### config.mk
export PLATFORM = sky130hd
export DESIGN_NAME = pattern_scan_ctrl
export DESIGN_NICKNAME = d
export VERILOG_FILES = /design/src/rtl/pattern_scan_ctrl.sv
export SDC_FILE = /design/constraint.sdc
export NUM_CORES = 1
export LEC_CHECK = 0
export ABC_AREA = 1
export BUFFER_PORTS_ARGS = -buffer_cell sky130_fd_sc_hd__buf_2
export CORE_MARGIN = 5
export CORE_UTILIZATION = 30
export DETAILED_ROUTE_END_ITERATION = 10
export GPL_TIMING_DRIVEN = 1
export REMOVE_ABC_BUFFERS = 1
export SLEW_MARGIN = 5
export SYNTH_ARGS = -nofsm -noshare
export SYNTH_HDL_FRONTEND = slang
export SYNTH_SLANG_ARGS = --single-unit
### constraint.sdc
create_clock -name clk -period 4 [get_ports clk]
set_clock_uncertainty 0.2 [all_clocks]
set_input_delay 0.2 -clock clk [delete_from_list [all_inputs] [get_ports clk]]
set_output_delay 0.2 -clock clk [all_outputs]
set_load 0.01 [all_outputs]
### src/rtl/pattern_scan_ctrl.sv
// pattern_scan_ctrl
//   Serial pattern scanner. Each accepted byte is shifted MSB first, one bit per
//   cycle, into an 8-bit history register. After each bit the low cfg_len history
//   bits are compared against the configured pattern. The FSM runs
//   IDLE -> SHIFT (8 cycles) -> DONE (1 cycle) -> IDLE, so one byte takes 10 cycles.
//   History and fill count carry over from one byte to the next, so a pattern
//   can span a byte boundary.
//
// Optional feature (macro SCAN_IRQ_EN): adds a sticky irq output and an
// irq_clr input. If both a hit and irq_clr occur in the same cycle, the set wins.
//
// Ports
//   clk, rst        clock; asynchronous active-high reset
//   cfg_we          config write strobe (honoured in IDLE only)
//   cfg_pat[7:0]    pattern, LSB = last-received bit
//   cfg_len[3:0]    pattern length 1..8 (0 or >8 is stored as 8)
//   cfg_ovl         1 = overlapping detection, 0 = non-overlapping
//   in_valid/in_data/in_ready  byte handshake
//   clr_cnt         synchronous hit-counter clear (wins over an increment)
//   hit             one-cycle registered match pulse
//   hit_cnt[15:0]   saturating hit counter
//   busy, done      FSM status (done is high for the single DONE cycle)
//   irq, irq_clr    SCAN_IRQ_EN builds only
module pattern_scan_ctrl (
  input  logic        clk,
  input  logic        rst,
  input  logic        cfg_we,
  input  logic [7:0]  cfg_pat,
  input  logic [3:0]  cfg_len,
  input  logic        cfg_ovl,
  input  logic        in_valid,
  input  logic [7:0]  in_data,
  output logic        in_ready,
  input  logic        clr_cnt,
  output logic        hit,
  output logic [15:0] hit_cnt,
  output logic        busy,
  output logic        done
`ifdef SCAN_IRQ_EN
  ,
  output logic        irq,
  input  logic        irq_clr
`endif
);

  typedef enum logic [1:0] {StIdle, StShift, StDone} state_e;

  state_e      state_q;
  logic [7:0]  byte_q;
  logic [2:0]  bit_cnt_q;
  logic [7:0]  hist_q;
  logic [3:0]  fill_q;
  logic [7:0]  pat_q;
  logic [3:0]  len_q;
  logic        ovl_q;
  logic        hit_q;
  logic [15:0] cnt_q;
  logic        busy_q;
  logic        done_q;

  logic        shift_bit;
  logic [7:0]  hist_d;
  logic [3:0]  fill_inc;
  logic [7:0]  len_mask;
  logic [3:0]  len_fix;
  logic        match;

  always_comb begin
    shift_bit = byte_q[3'd7 - bit_cnt_q];
    hist_d    = {hist_q[6:0], shift_bit};
    fill_inc  = (fill_q == 4'd8) ? 4'd8 : fill_q + 4'd1;
    // len_q is always 1..8, so the shift amount is 0..7
    len_mask  = 8'hFF >> (4'd8 - len_q);
    len_fix   = ((cfg_len == 4'd0) || (cfg_len > 4'd8)) ? 4'd8 : cfg_len;
    // Compare against the history as it will be after this cycle's bit lands
    match     = (state_q == StShift) && (fill_inc >= len_q) &&
                (((hist_d ^ pat_q) & len_mask) == 8'h00);
  end

  always_ff @(posedge clk or posedge rst) begin
    if (rst) begin
      state_q   <= StIdle;
      byte_q    <= 8'h00;
      bit_cnt_q <= 3'd0;
      hist_q    <= 8'h00;
      fill_q    <= 4'd0;
      pat_q     <= 8'h2B;
      len_q     <= 4'd6;
      ovl_q     <= 1'b1;
      hit_q     <= 1'b0;
      cnt_q     <= 16'h0000;
      busy_q    <= 1'b0;
      done_q    <= 1'b0;
    end else begin
      hit_q <= 1'b0;

      if (clr_cnt) begin
        cnt_q <= 16'h0000;
      end else if (match && (cnt_q != 16'hFFFF)) begin
        cnt_q <= cnt_q + 16'd1;
      end

      unique case (state_q)
        StIdle: begin
          // A config write lands in the same edge as a byte accept, so the
          // byte is scanned against the new config from a cleared history.
          if (cfg_we) begin
            pat_q  <= cfg_pat;
            len_q  <= len_fix;
            ovl_q  <= cfg_ovl;
            hist_q <= 8'h00;
            fill_q <= 4'd0;
          end
          if (in_valid) begin
            byte_q    <= in_data;
            bit_cnt_q <= 3'd0;
            busy_q    <= 1'b1;
            state_q   <= StShift;
          end
        end
        StShift: begin
          hist_q    <= hist_d;
          // Non-overlap: forget the bits that formed this match
          fill_q    <= (match && !ovl_q) ? 4'd0 : fill_inc;
          hit_q     <= match;
          bit_cnt_q <= bit_cnt_q + 3'd1;
          if (bit_cnt_q == 3'd7) begin
            done_q  <= 1'b1;
            state_q <= StDone;
          end
        end
        StDone: begin
          done_q  <= 1'b0;
          busy_q  <= 1'b0;
          state_q <= StIdle;
        end
        default: state_q <= StIdle;
      endcase
    end
  end

`ifdef SCAN_IRQ_EN
  logic irq_q;

  always_ff @(posedge clk or posedge rst) begin
    if (rst) begin
      irq_q <= 1'b0;
    end else if (match) begin
      irq_q <= 1'b1;
    end else if (irq_clr) begin
      irq_q <= 1'b0;
    end
  end

  assign irq = irq_q;
`endif

  // Held low while reset is asserted, high in IDLE afterwards
  assign in_ready = (state_q == StIdle) && !rst;
  assign hit      = hit_q;
  assign hit_cnt  = cnt_q;
  assign busy     = busy_q;
  assign done     = done_q;

endmodule

# Word-level counts from Yosys, hierarchy flattened
# Index checks and enable logic that the tools add are counted.
dict set report totals {
  ff_bits 56
  wordCells 74
}
dict set report classes {
  addsub 5
  n_lt_le_gt_ge 3
  eq_ne 8
  shift 1
  mux 21
  bitwise 2
  reduce_logical 22
}
# operator count
set ops {}
lappend ops {{$mux 16} 2}
lappend ops {{$add 16x1->16 const B} 1}
lappend ops {{$mux 4} 4}
lappend ops {{$ne 16x16->1 const B} 1}
lappend ops {{$pmux 7 s2} 1}
lappend ops {{$reduce_and 2->1} 7}
lappend ops {{$and 8x8->8} 1}
lappend ops {{$logic_not 8->1} 1}
lappend ops {{$pmux 4 s2} 1}
lappend ops {{$reduce_bool 2->1} 4}
lappend ops {{$shr 8x4->8 const A} 1}
lappend ops {{$xor 8x8->8} 1}
lappend ops {{$mux 7} 1}
lappend ops {{$pmux 3 s2} 1}
lappend ops {{$logic_and 1x1->1} 5}
lappend ops {{$add 4x1->4 const B} 1}
lappend ops {{$eq 4x4->1 const B} 1}
lappend ops {{$ge 4x4->1} 1}
lappend ops {{$gt 4x4->1 const B} 1}
lappend ops {{$logic_not 4->1} 1}
lappend ops {{$lt 3x4->1 const B} 1}
lappend ops {{$mux 1} 4}
lappend ops {{$mux 2} 2}
lappend ops {{$ne 2x2->1 const B} 2}
lappend ops {{14 further kinds} 16}

# Logic depth before layout (Yosys ltp)
# Gate-level depths: netlist of the first run.
dict set report logic_depth {
  depth_word 10
  depth_mapped 15
  depth_no_buf 14
}

# Worst setup path after synthesis of the first run
# OpenSTA, ideal clock, no wires.
dict set report synth_path {
  path_kind {reg-to-reg}
  from {register fill_q[0]}
  to {register cnt_q[10] (netlist: hit_cnt[10])}
  t_arrival_ns 1.887
  t_required_ns 3.682
  path_slack_ns 1.795
  stages_incl_launch_ff 15
  n_path_buf 1
  path_cell_list {dfrtp_1 -> inv_1 -> ha_1 -> nand2_1 -> nand3_1 -> o21ai_0 -> ha_1 -> nand2_1 -> o21ai_0 -> o21ai_0 -> inv_1 -> nand3_4 -> buf_2 -> nand3_1 -> nand2_1}
}
dict set report synth_via {
  elab_chain_len 7
  elab_cells_between_ends 8
  cone_classes {add/sub (1); order compare (1); eq/ne (1); mux (1); reduce/logical (4)}
}
# element line
set synth_rtl {}
lappend synth_rtl {{start: declaration} 52} ;# logic [3:0] fill_q;
lappend synth_rtl {{start signal: assignment} 124} ;# fill_q <= (match && !ovl_q) ? 4'd0 : fill_inc;
lappend synth_rtl {{$add 4x1->4 / $eq 4x4->1 (equally long branches)} 71} ;# fill_inc = (fill_q == 4'd8) ? 4'd8 : fill_q + 4'd1;
lappend synth_rtl {{$mux 4 (*)} 71}
lappend synth_rtl {{$ge 4x4->1 (*)} 76} ;# match = (state_q == StShift) && (fill_inc >= len_q) &&
lappend synth_rtl {{$logic_and 1x1->1 (*) (2 in series)} 76}
lappend synth_rtl {{$logic_and 1x1->1 (*)} 99} ;# end else if (match && (cnt_q != 16'hFFFF)) begin
lappend synth_rtl {{$reduce_bool 2->1 (no line) (*)} --}
lappend synth_rtl {{end signal: assignment} 100} ;# cnt_q <= cnt_q + 16'd1;
lappend synth_rtl {{end: declaration} 57} ;# logic [15:0] cnt_q;
# Every way passes the cells marked *; elsewhere a longest branch is shown, timed or not.
# A chain may end at the register's enable or synchronous reset.

# Final worst setup path of the first run
dict set report layout_path {
  from {register fill_q[0]}
  to {register cnt_q[9] (netlist: hit_cnt[9])}
}
# The elaborated chain is that of the path after synthesis.

==> metrics, run 1 <==
Crit. End Element register; Setup-failing EPs final 0; CP Class reg2reg; # clock sinks 56; overall routing resource usage 11.06%; Hold Crit Class in2reg; Syn. warnings 0; Root Buffer clkbuf_8; Cell Rows 37; Stages on worst setup path 14; Int Pwr roughly 1.3 mW; Area contributors post-synth dfrtp_1 (40%), nand2_1 (14%), nand3_1 (6.7%); worst-margin pin slew 0.7020 ns; Die ar. roughly 12000 um^2; routed wire length ~6600 um; Port Buf Inserts 45; synthesized area per cell 7.704 um^2; critical path data required time ~4 ns; worst-skew pair later-pin latency 0.31 ns; CTS tree yes; Mapped Cells 400; EDFF count, synth 0; Primary FF master, synth dfrtp_1; Final #Nets 506; DR vias/cell 4.481; Worst R2R Start fill_q[0]; Die Y approximately 110 um; Post-DP HPWL 4787 um; Crit path buffers/inverters 2; delay-heaviest family, CP simple AND/OR/NAND/NOR gates; Switching Fraction 43.07%; WL per Instance 10.95 um; Fillers roughly 1100; drt drc 0; Fmax 394.3 MHz; fraction of layout cells with a size suffix above 1 14.93%; TritonCTS Buffers 5; Final Slew Violations 0; Leak between 1.5 and 2 nW; synth unique cells 30; final setup TNS 0 ns; Area growth syn-to-layout 21.60%; routed vias 2711; drt initial violations about 140; PD cells 631.6 nW/um^2; H-tree depth 2; Die W 111.4 um; #FFs+latches synth 56; RSZ-0062 raised after global routing no; clock group share of total power 12.5%; NetSw 1.019 mW; VDD IR-drop max about 0.22 mV; Register Area 1410 um^2; r2r endpoint hit_cnt[9]; R2R depth 14; startpoint types register; IO Pins 46; drt pass-1 iters 4; Flop pwr share roughly two fifths; Syn Std Cell Area 3082 um^2; GPL Wtd Cong 0.7781; most numerous cell on the critical path nand2_1; Reg2Reg Setup Slack ~1.5 ns; outcome finished clean; Yosys top cell area share 39.79%; Routed Antenna Nets 0; maxcap violations 0; register area share after synthesis 45.76%; crit path time final 2.536 ns; number of global-route vias before repair around 2600; CP Data Arrival Time between 2 and 3 ns; CTS max path bufs 2; core box area 10180 um^2; crit-path max FO 17; GRT overflow 0; CP endpoint hit_cnt[9]; slowest CP cell dfrtp_1; Final Hold Viols 0; period utilisation layout 63.41%; largest net degree at the start of global routing between 50 and 60; final hold slack 0.03767 ns; Slew HR 53.20%; initial antenna violation count 0; post-CTS setup buffer count 0; Worst Setup SP fill_q[0]; biggest area consumer among synthesized cells dfrtp_1; first-pass GRT wire length between 10000 and 15000 um; antenna cells 0; clock slew at reported path FFs 0.10 ns; asr flop ratio synth 100.0%; combinational share of power between 40 and 50%; Crit path largest cell delay 0.42 ns; worst path cell trace inv_1, ha_1, nand2_1, nand3_1, o21ai_0, ha_1, nand2_1, o21ai_0, o21ai_0, inv_1, nand3_4, nand2_4, nand2_1, nand2_1; Multi-input gate area 1456 um^2; Initial Util a little under a third
-- stage by stage --
stage	cells	setup slack (ns)	power [mW]	utilization, %	instance area [um^2]
6_report	605	1.464	2.367	36.79	3747
5_1_grt	605	1.282	2.619	36.79	3747
4_1_cts	605	1.457	2.406	36.79	3747
3_5_place_dp	575	1.497	2.080	33.83	3446
3_3_place_gp	575	1.578	2.044	33.83	3446
2_1_floorplan	393	1.824	1.796	-	3043
-- flip-flops by register name, summed over array words and instances, names as in the netlist --
name       count
hit            1
fill_q         4
byte_q         8
pat_q          8
state_q        2
ovl_q          1
hist_q         7
bit_cnt_q      3
len_q          4
hit_cnt       16
busy           1
done           1
-- area by class of cell --
cell class / count / area share, %
clock buffers: 7 / 2.037
clock inverters: 1 / 0.1336
inverters: 47 / 4.708
multi-input cells: 290 / 38.86
flip-flops and latches: 56 / 37.63
well taps: 136 / 4.541
repair buffers: 68 / 12.09
-- placed cells by master, fill, tap and decap left out, types with 12 or more instances in the layout --
cell type        n
buf_2           45
dfrtp_1         49
ha_1            12
nand3_1         41
inv_1           41
dlygate4sd3_1   22
o21ai_0         16
xor2_1          13
nand2_1        119
nor2_1          52
-- synthesized netlist by cell type, types with 2 or more instances --
cell type,number
nand2_1,119
nor2_1,52
dfrtp_1,49
inv_1,42
nand3_1,41
o21ai_0,16
xor2_1,13
ha_1,12
a21oi_1,10
dfstp_2,7
o22ai_1,6
clkbuf_1,5
nor3_1,4
xnor2_1,4
inv_2,3
clkinv_1,2
nand2_2,2
-- worst min-delay path, delay by kind of cell --
kind,cells,cell delay [ns]
AO/OA/AOI/OAI,1,0.11
AND/OR/NAND/NOR,1,0.10
buffers and inverters,2,0.12
-- power groups by stage --
stage	sequential, mW	clock, mW	combinational, mW
3_5_place_dp	0.939	0	1.14
5_1_grt	0.956	0.334	1.33
3_3_place_gp	0.934	0	1.11
4_1_cts	0.932	0.312	1.16
6_report	0.929	0.297	1.14
2_1_floorplan	0.916	0	0.880
-- how the worst min path moves through the flow --
stage	startpoint	endpoint	depth (start not counted)
after detailed placement	cfg_pat[6]	pat_q[6]	3
after CTS	cfg_len[3]	len_q[2]	4
after floorplan	cfg_pat[1]	pat_q[1]	2
after global placement	cfg_pat[5]	pat_q[5]	3
final	cfg_len[3]	len_q[2]	4
after global routing	cfg_len[3]	len_q[0]	4
-- cell families after synthesis --
group	after synthesis	synth area share (%)
simple gates	225	30.70
flops	56	45.76
buf+inv	54	6.983
compound gates	36	6.862
xor+xnor	17	4.831
fa+ha+maj	12	4.872
-- per-layer routing --
layer / part of all wire [%] / vias to the layer above / track usage, %
met1: 48 / 1246 / 14.32
met3: 4.3 / 8 / 2.554
met2: 47 / 57 / 18.66
met4: 1.1 / 0 / 2.920
met5: 0 / - / 0
li1: - / 1400 / -
-- repair_timing --
action	in CTS	in global routing
hold buffers	22	0
hold endpoints to repair	69	0
gates resized for setup	0	0
(Power assumes the default switching activity.)
==> inputs of run 2 (changes only) <==
==> constraint.sdc (replaced) <==
create_clock -name clk -period 2.3 [get_ports clk]
set_clock_uncertainty 0.2 [all_clocks]
set_input_delay 0.115 -clock clk [delete_from_list [all_inputs] [get_ports clk]]
set_output_delay 0.115 -clock clk [all_outputs]
set_load 0.01 [all_outputs]
==> run 2 against run 1 <==
Compared with the run above: non-clock buffer count up 18; sequential share of layout area fell by 2.7 points; critical path type unchanged; first-iteration DRC count is 19% lower; critical path depth stayed put; register-to-register slack got worse by 1.4 ns; global-route usage is 0.58 points higher; combinational power is 120% higher; critical endpoint is now hit_cnt[0]; largest cell class unchanged; worst setup slack lost 1.4 ns.
==> metrics, run 2 (same netlist as run 1, synthesis figures left out) <==
R2R depth 14 (unchanged); worst-margin pin slew 0.7018 ns (-0.0002092 ns); H-tree depth 2 (unchanged); Setup-failing EPs final 0 (unchanged); VDD IR-drop max 0.4740 mV (+110%); drt drc 0 (unchanged); Port Buf Inserts 45 (unchanged); most frequent cells in the layout nand2_1 (112), nor2_1 (52), dfrtp_1 (49); Crit. End Element register; Leak 2.011 nW (+6.5%); worst hold path depth 4 (unchanged); worst-skew pair later-pin latency 0.31 ns (about the same); initial antenna violation count 0 (unchanged); routed wire length 7062 um (+6.6%); Routed Antenna Nets 0 (unchanged); clock slew at reported path FFs 0.11 ns (about the same); Power Total 4.779 mW (+100%); core box area 10180 um^2 (unchanged); crit path time final 2.247 ns (-0.2894 ns); overall routing resource usage 11.63% (+0.58 points); PD cells 1184 nW/um^2 (+87%); RSZ-0062 raised after global routing yes; CTS max path bufs 2 (unchanged); Die Y 111.4 um (unchanged); drt initial violations 114 (-19%); number of global-route vias before repair 2761 (+4.6%); Final Slew Violations 0 (unchanged); Cells after DPL 587 (+2.1%); crit-path max FO 5 (-12); period utilisation layout 97.69% (+34 points); fraction of layout cells with a size suffix above 1 21.97% (+7.0 points); outcome finished clean; maxcap violations 0 (unchanged); CTS tree yes; IO Pins 46 (unchanged); routed vias 2825 (+4.2%); GPL Wtd Cong 0.8390 (+7.8%); Post-DP HPWL 4940 um (+3.2%); Final Hold Viols 0 (unchanged); pre-CTS setup slack -0.04212 ns (-1.539 ns); Final #Nets 524 (+3.6%); critical path data required time 2.30 ns (-1.75 ns); largest net degree at the start of global routing 57 (unchanged); Initial Util 30.26% (unchanged); Fmax 445.1 MHz (+13%); Root Buffer clkbuf_8; antenna cells 0 (unchanged); CP Class reg2reg; # clock sinks 56 (unchanged); drt pass-1 iters 4 (unchanged); Area growth syn-to-layout 31.02%; Die W 111.4 um (unchanged); Slew HR 53.21% (about the same); non-filler cells, final 623 (+3.0%); DR vias/cell 4.535 (+1.2%); most common cell after layout, fill and taps aside nand2_1; TritonCTS Buffers 5 (unchanged); first-pass GRT wire length 12250 um (+4.4%); Die ar. 12400 um^2 (unchanged); final hold slack 0.07088 ns (+0.03321 ns); worst setup margin 0.05315 ns (-1.411 ns); number of flip-flops in the largest register 16 (unchanged); GRT overflow 0 (unchanged); fin util 39.64% (+2.9 points); startpoint types register; Cell Rows 37 (unchanged); Hold Crit Class in2reg; CP Data Arrival Time 2.24 ns (-0.34 ns); WL per Instance 11.34 um (+3.5%)
## run 2: area by class of cell
cell class                      count  area, um^2
Clock buffer                        6       72.57
Timing Repair Buffer               86       609.3
Sequential cell                    56        1410
Tap cell                          136       170.2
Inverter                           47       178.9
Fill cell                        1070        6147
Clock inverter                      2       38.79
Multi-Input combinational cell    290        1558
## run 2: final timing paths
check                           from          end  slack [ns]
min in group asynchronous        rst  hit_cnt[15]        0.35
hold / removal               clr_cnt  hit_cnt[12]        0.07
setup / recovery           fill_q[1]   hit_cnt[0]        0.05
hold reg to reg             pat_q[5]     pat_q[5]        0.28
max in group asynchronous        rst     pat_q[2]        1.08
setup reg to reg           fill_q[1]   hit_cnt[0]        0.05
## run 2: stage by stage
step	cell area (um^2)	setup TNS, ns
finish	4038	0
global route	4038	-0.7271
CTS	3921	0
detailed placement	3536	-0.5587
global placement	3536	0
floorplan	3043	0
## run 2: per-layer routing
metal | share of wire, % | GRT usage [%]
met3 | 4.8 | 2.609
met2 | 48 | 20.31
met5 | 0 | 0
met4 | 0.51 | 2.190
met1 | 47 | 14.91
## run 2: power by group
part	switching [mW]	internal [mW]	total (mW)
logic	1.42	1.09	2.51
clock network	0.321	0.330	0.651
registers	0.249	1.37	1.62
total	1.99	2.79	4.78
## run 2: repair_timing
item | 4_1_cts | 5_1_grt
hold buffers | 25 | 1
setup buffers | 0 | 2
hold endpoints to repair | 70 | 2
setup endpoints to repair | 20 | 23
pin swaps | 0 | 15
gates resized for setup | 10 | 23
## run 2: critical path, cell delays in order (launching register included)
cell     delay [ns]
dfrtp_1        0.44
inv_2          0.09
ha_4           0.14
nand2_4        0.05
nand3_2        0.07
o21ai_2        0.06
ha_1           0.28
nand2_1        0.06
o21ai_1        0.11
o21ai_1        0.08
inv_1          0.11
nand3_4        0.14
buf_6          0.17
nand3_1        0.06
nand2_1        0.08
==> inputs of run 3 (changes only) <==
--- a/config.mk
+++ b/config.mk
@@ -11,6 +11,7 @@
 export CORE_UTILIZATION = 30
 export DETAILED_ROUTE_END_ITERATION = 10
 export GPL_TIMING_DRIVEN = 1
+export MAX_ROUTING_LAYER = met4
 export REMOVE_ABC_BUFFERS = 1
 export SLEW_MARGIN = 5
 export SYNTH_ARGS = -nofsm -noshare
==> run 3 against run 2 <==
Compared with the run above: worst setup slack about the same; clock power about the same; highest routed layer unchanged; combinational power about the same; critical endpoint unchanged; largest power group unchanged; core utilization unchanged.
==> metrics, run 3 (same netlist as run 1, synthesis figures left out) <==
outcome finished clean; NetSw 1.990 mW (about the same); R2R depth 14 (unchanged); Final Slew Violations 0 (unchanged); Cells after DPL 587 (unchanged); number of flip-flops in the largest register 16 (unchanged); pre-CTS setup slack -0.04212 ns (unchanged); DR vias/cell 4.528 (-0.14%); TritonCTS Buffers 5 (unchanged); routed vias 2821 (-0.14%); period utilisation layout 97.69% (about the same); Die W 111.4 um (unchanged); Post-DP HPWL 4940 um (unchanged); antenna cells 0 (unchanged); Leak 2.011 nW (unchanged); # clock sinks 56 (unchanged); Die Y 111.4 um (unchanged); critical path data required time 2.29 ns (about the same); drt drc 0 (unchanged); Die ar. 12400 um^2 (unchanged); fin util 39.64% (unchanged); core box area 10180 um^2 (unchanged); r2r endpoint hit_cnt[0]; overall routing resource usage 11.98% (+0.35 points); Routed Antenna Nets 0 (unchanged); Cell Rows 37 (unchanged); Slew HR 53.10% (-0.11 points); most frequent cells in the layout nand2_1 (112), nor2_1 (52), dfrtp_1 (49); initial antenna violation count 0 (unchanged); non-filler cells, final 623 (unchanged); crit-path max FO 5 (unchanged); GRT overflow 0 (unchanged); CP Class reg2reg; PD cells 1184 nW/um^2 (about the same); CP endpoint hit_cnt[0]; number of global-route vias before repair 2761 (unchanged); Final #Nets 524 (unchanged); Fmax 445.1 MHz (about the same); Root Buffer clkbuf_8; Crit. End Element register; combinational share of power 52.5% (about the same); Int Pwr 2.790 mW (about the same); Initial Util 30.26% (unchanged); Port Buf Inserts 45 (unchanged); CP Data Arrival Time 2.24 ns (about the same); IO Pins 46 (unchanged); fraction of layout cells with a size suffix above 1 21.97% (unchanged); Power Total 4.779 mW (about the same); Setup-failing EPs final 0 (unchanged); worst-skew pair later-pin latency 0.31 ns (about the same); Worst R2R Start fill_q[1]; VDD IR-drop max 0.4747 mV (+0.13%); drt pass-1 iters 4 (unchanged); most common cell after layout, fill and taps aside nand2_1; GPL Wtd Cong 0.8520 (+1.5%); WL per Instance 11.33 um (about the same); CTS max path bufs 2 (unchanged); Worst Setup SP fill_q[1]; Hold Crit Class in2reg; RSZ-0062 raised after global routing yes; first-pass GRT wire length 12250 um (unchanged); Final Hold Viols 0 (unchanged); startpoint types register; clock group share of total power 13.6% (about the same); CTS tree yes; worst-margin pin slew 0.7034 ns (+0.001644 ns); maxcap violations 0 (unchanged); crit path time final 2.247 ns (+0.00002440 ns); H-tree depth 2 (unchanged); Reg2Reg Setup Slack 0.05 ns (about the same); routed wire length 7058 um (about the same); worst setup margin 0.05312 ns (-0.00002440 ns); largest net degree at the start of global routing 57 (unchanged); final setup TNS 0 ns (unchanged); Area growth syn-to-layout 31.02% (unchanged); drt initial violations 109 (-4.4%); Switching Fraction 41.63% (about the same); Flop pwr share 33.9% (about the same); clock slew at reported path FFs 0.11 ns (about the same)
==> run 3: cell counts in the layout (fill, tap and decap cells not counted) <==
No cell type changed its count.
==> run 3: power by group through the flow <==
| stage | Combinational (mW) | Clock (mW) | Sequential [mW] |
|---|---|---|---|
| 3_5_place_dp | 2.23 | 0 | 1.62 |
| 5_1_grt | 2.86 | 0.713 | 1.67 |
| 3_3_place_gp | 2.19 | 0 | 1.62 |
| 2_1_floorplan | 1.53 | 0 | 1.59 |
| 4_1_cts | 2.37 | 0.672 | 1.61 |
| 6_report | 2.51 | 0.649 | 1.62 |
==> run 3: cell type report <==
| type | instances | area, um^2 |
|---|---|---|
| clock buffers | 6 | 72.57 |
| clock inverters | 2 | 38.79 |
| well taps | 136 | 170.2 |
| flip-flops and latches | 56 | 1410 |
| multi-input cells | 290 | 1558 |
| repair buffers | 86 | 609.3 |
| fillers | 1070 | 6147 |
| inverters | 47 | 178.9 |
==> run 3: critical path, stage by stage (launching register included) <==
cell     delay [ns]
dfrtp_1        0.44
inv_2          0.09
ha_4           0.14
nand2_4        0.05
nand3_2        0.07
o21ai_2        0.06
ha_1           0.28
nand2_1        0.06
o21ai_1        0.11
o21ai_1        0.08
inv_1          0.11
nand3_4        0.14
buf_6          0.17
nand3_1        0.06
nand2_1        0.08
==> run 3: per-layer routing <==
metal  part of all wire (%)  wire [um]  global-route usage (%)
met5                      0          0                       -
met4                   0.35         25                   2.190
met3                    4.3        303                   2.609
met1                     47       3325                   14.98
met2                     48       3404                   20.23
==> run 3: worst min path at each step <==
stage                from           to  slack (ns)  depth (start not counted)
2_1_floorplan  cfg_pat[1]     pat_q[1]       0.007                          2
3_3_place_gp   cfg_pat[5]     pat_q[5]        0.11                          3
3_5_place_dp   cfg_pat[5]     pat_q[5]        0.12                          3
4_1_cts            cfg_we     pat_q[5]       0.002                          4
5_1_grt           clr_cnt  hit_cnt[10]         0.1                          4
6_report          clr_cnt  hit_cnt[12]        0.07                          4
==> run 3: repair_timing <==
action | in CTS | in global routing
resized for setup | 10 | 23
hold endpoints to repair | 70 | 2
setup endpoints to repair | 20 | 23
setup buffers | 0 | 2
hold buffers | 25 | 1
pin swaps | 0 | 15
==> run 3: stage by stage <==
stage	hold WS, ns	instance area [um^2]
global route	0.09900	4038
detailed placement	0.1165	3536
global placement	0.1133	3536
CTS	0.002010	3921
floorplan	0.006728	3043
finish	0.07246	4038
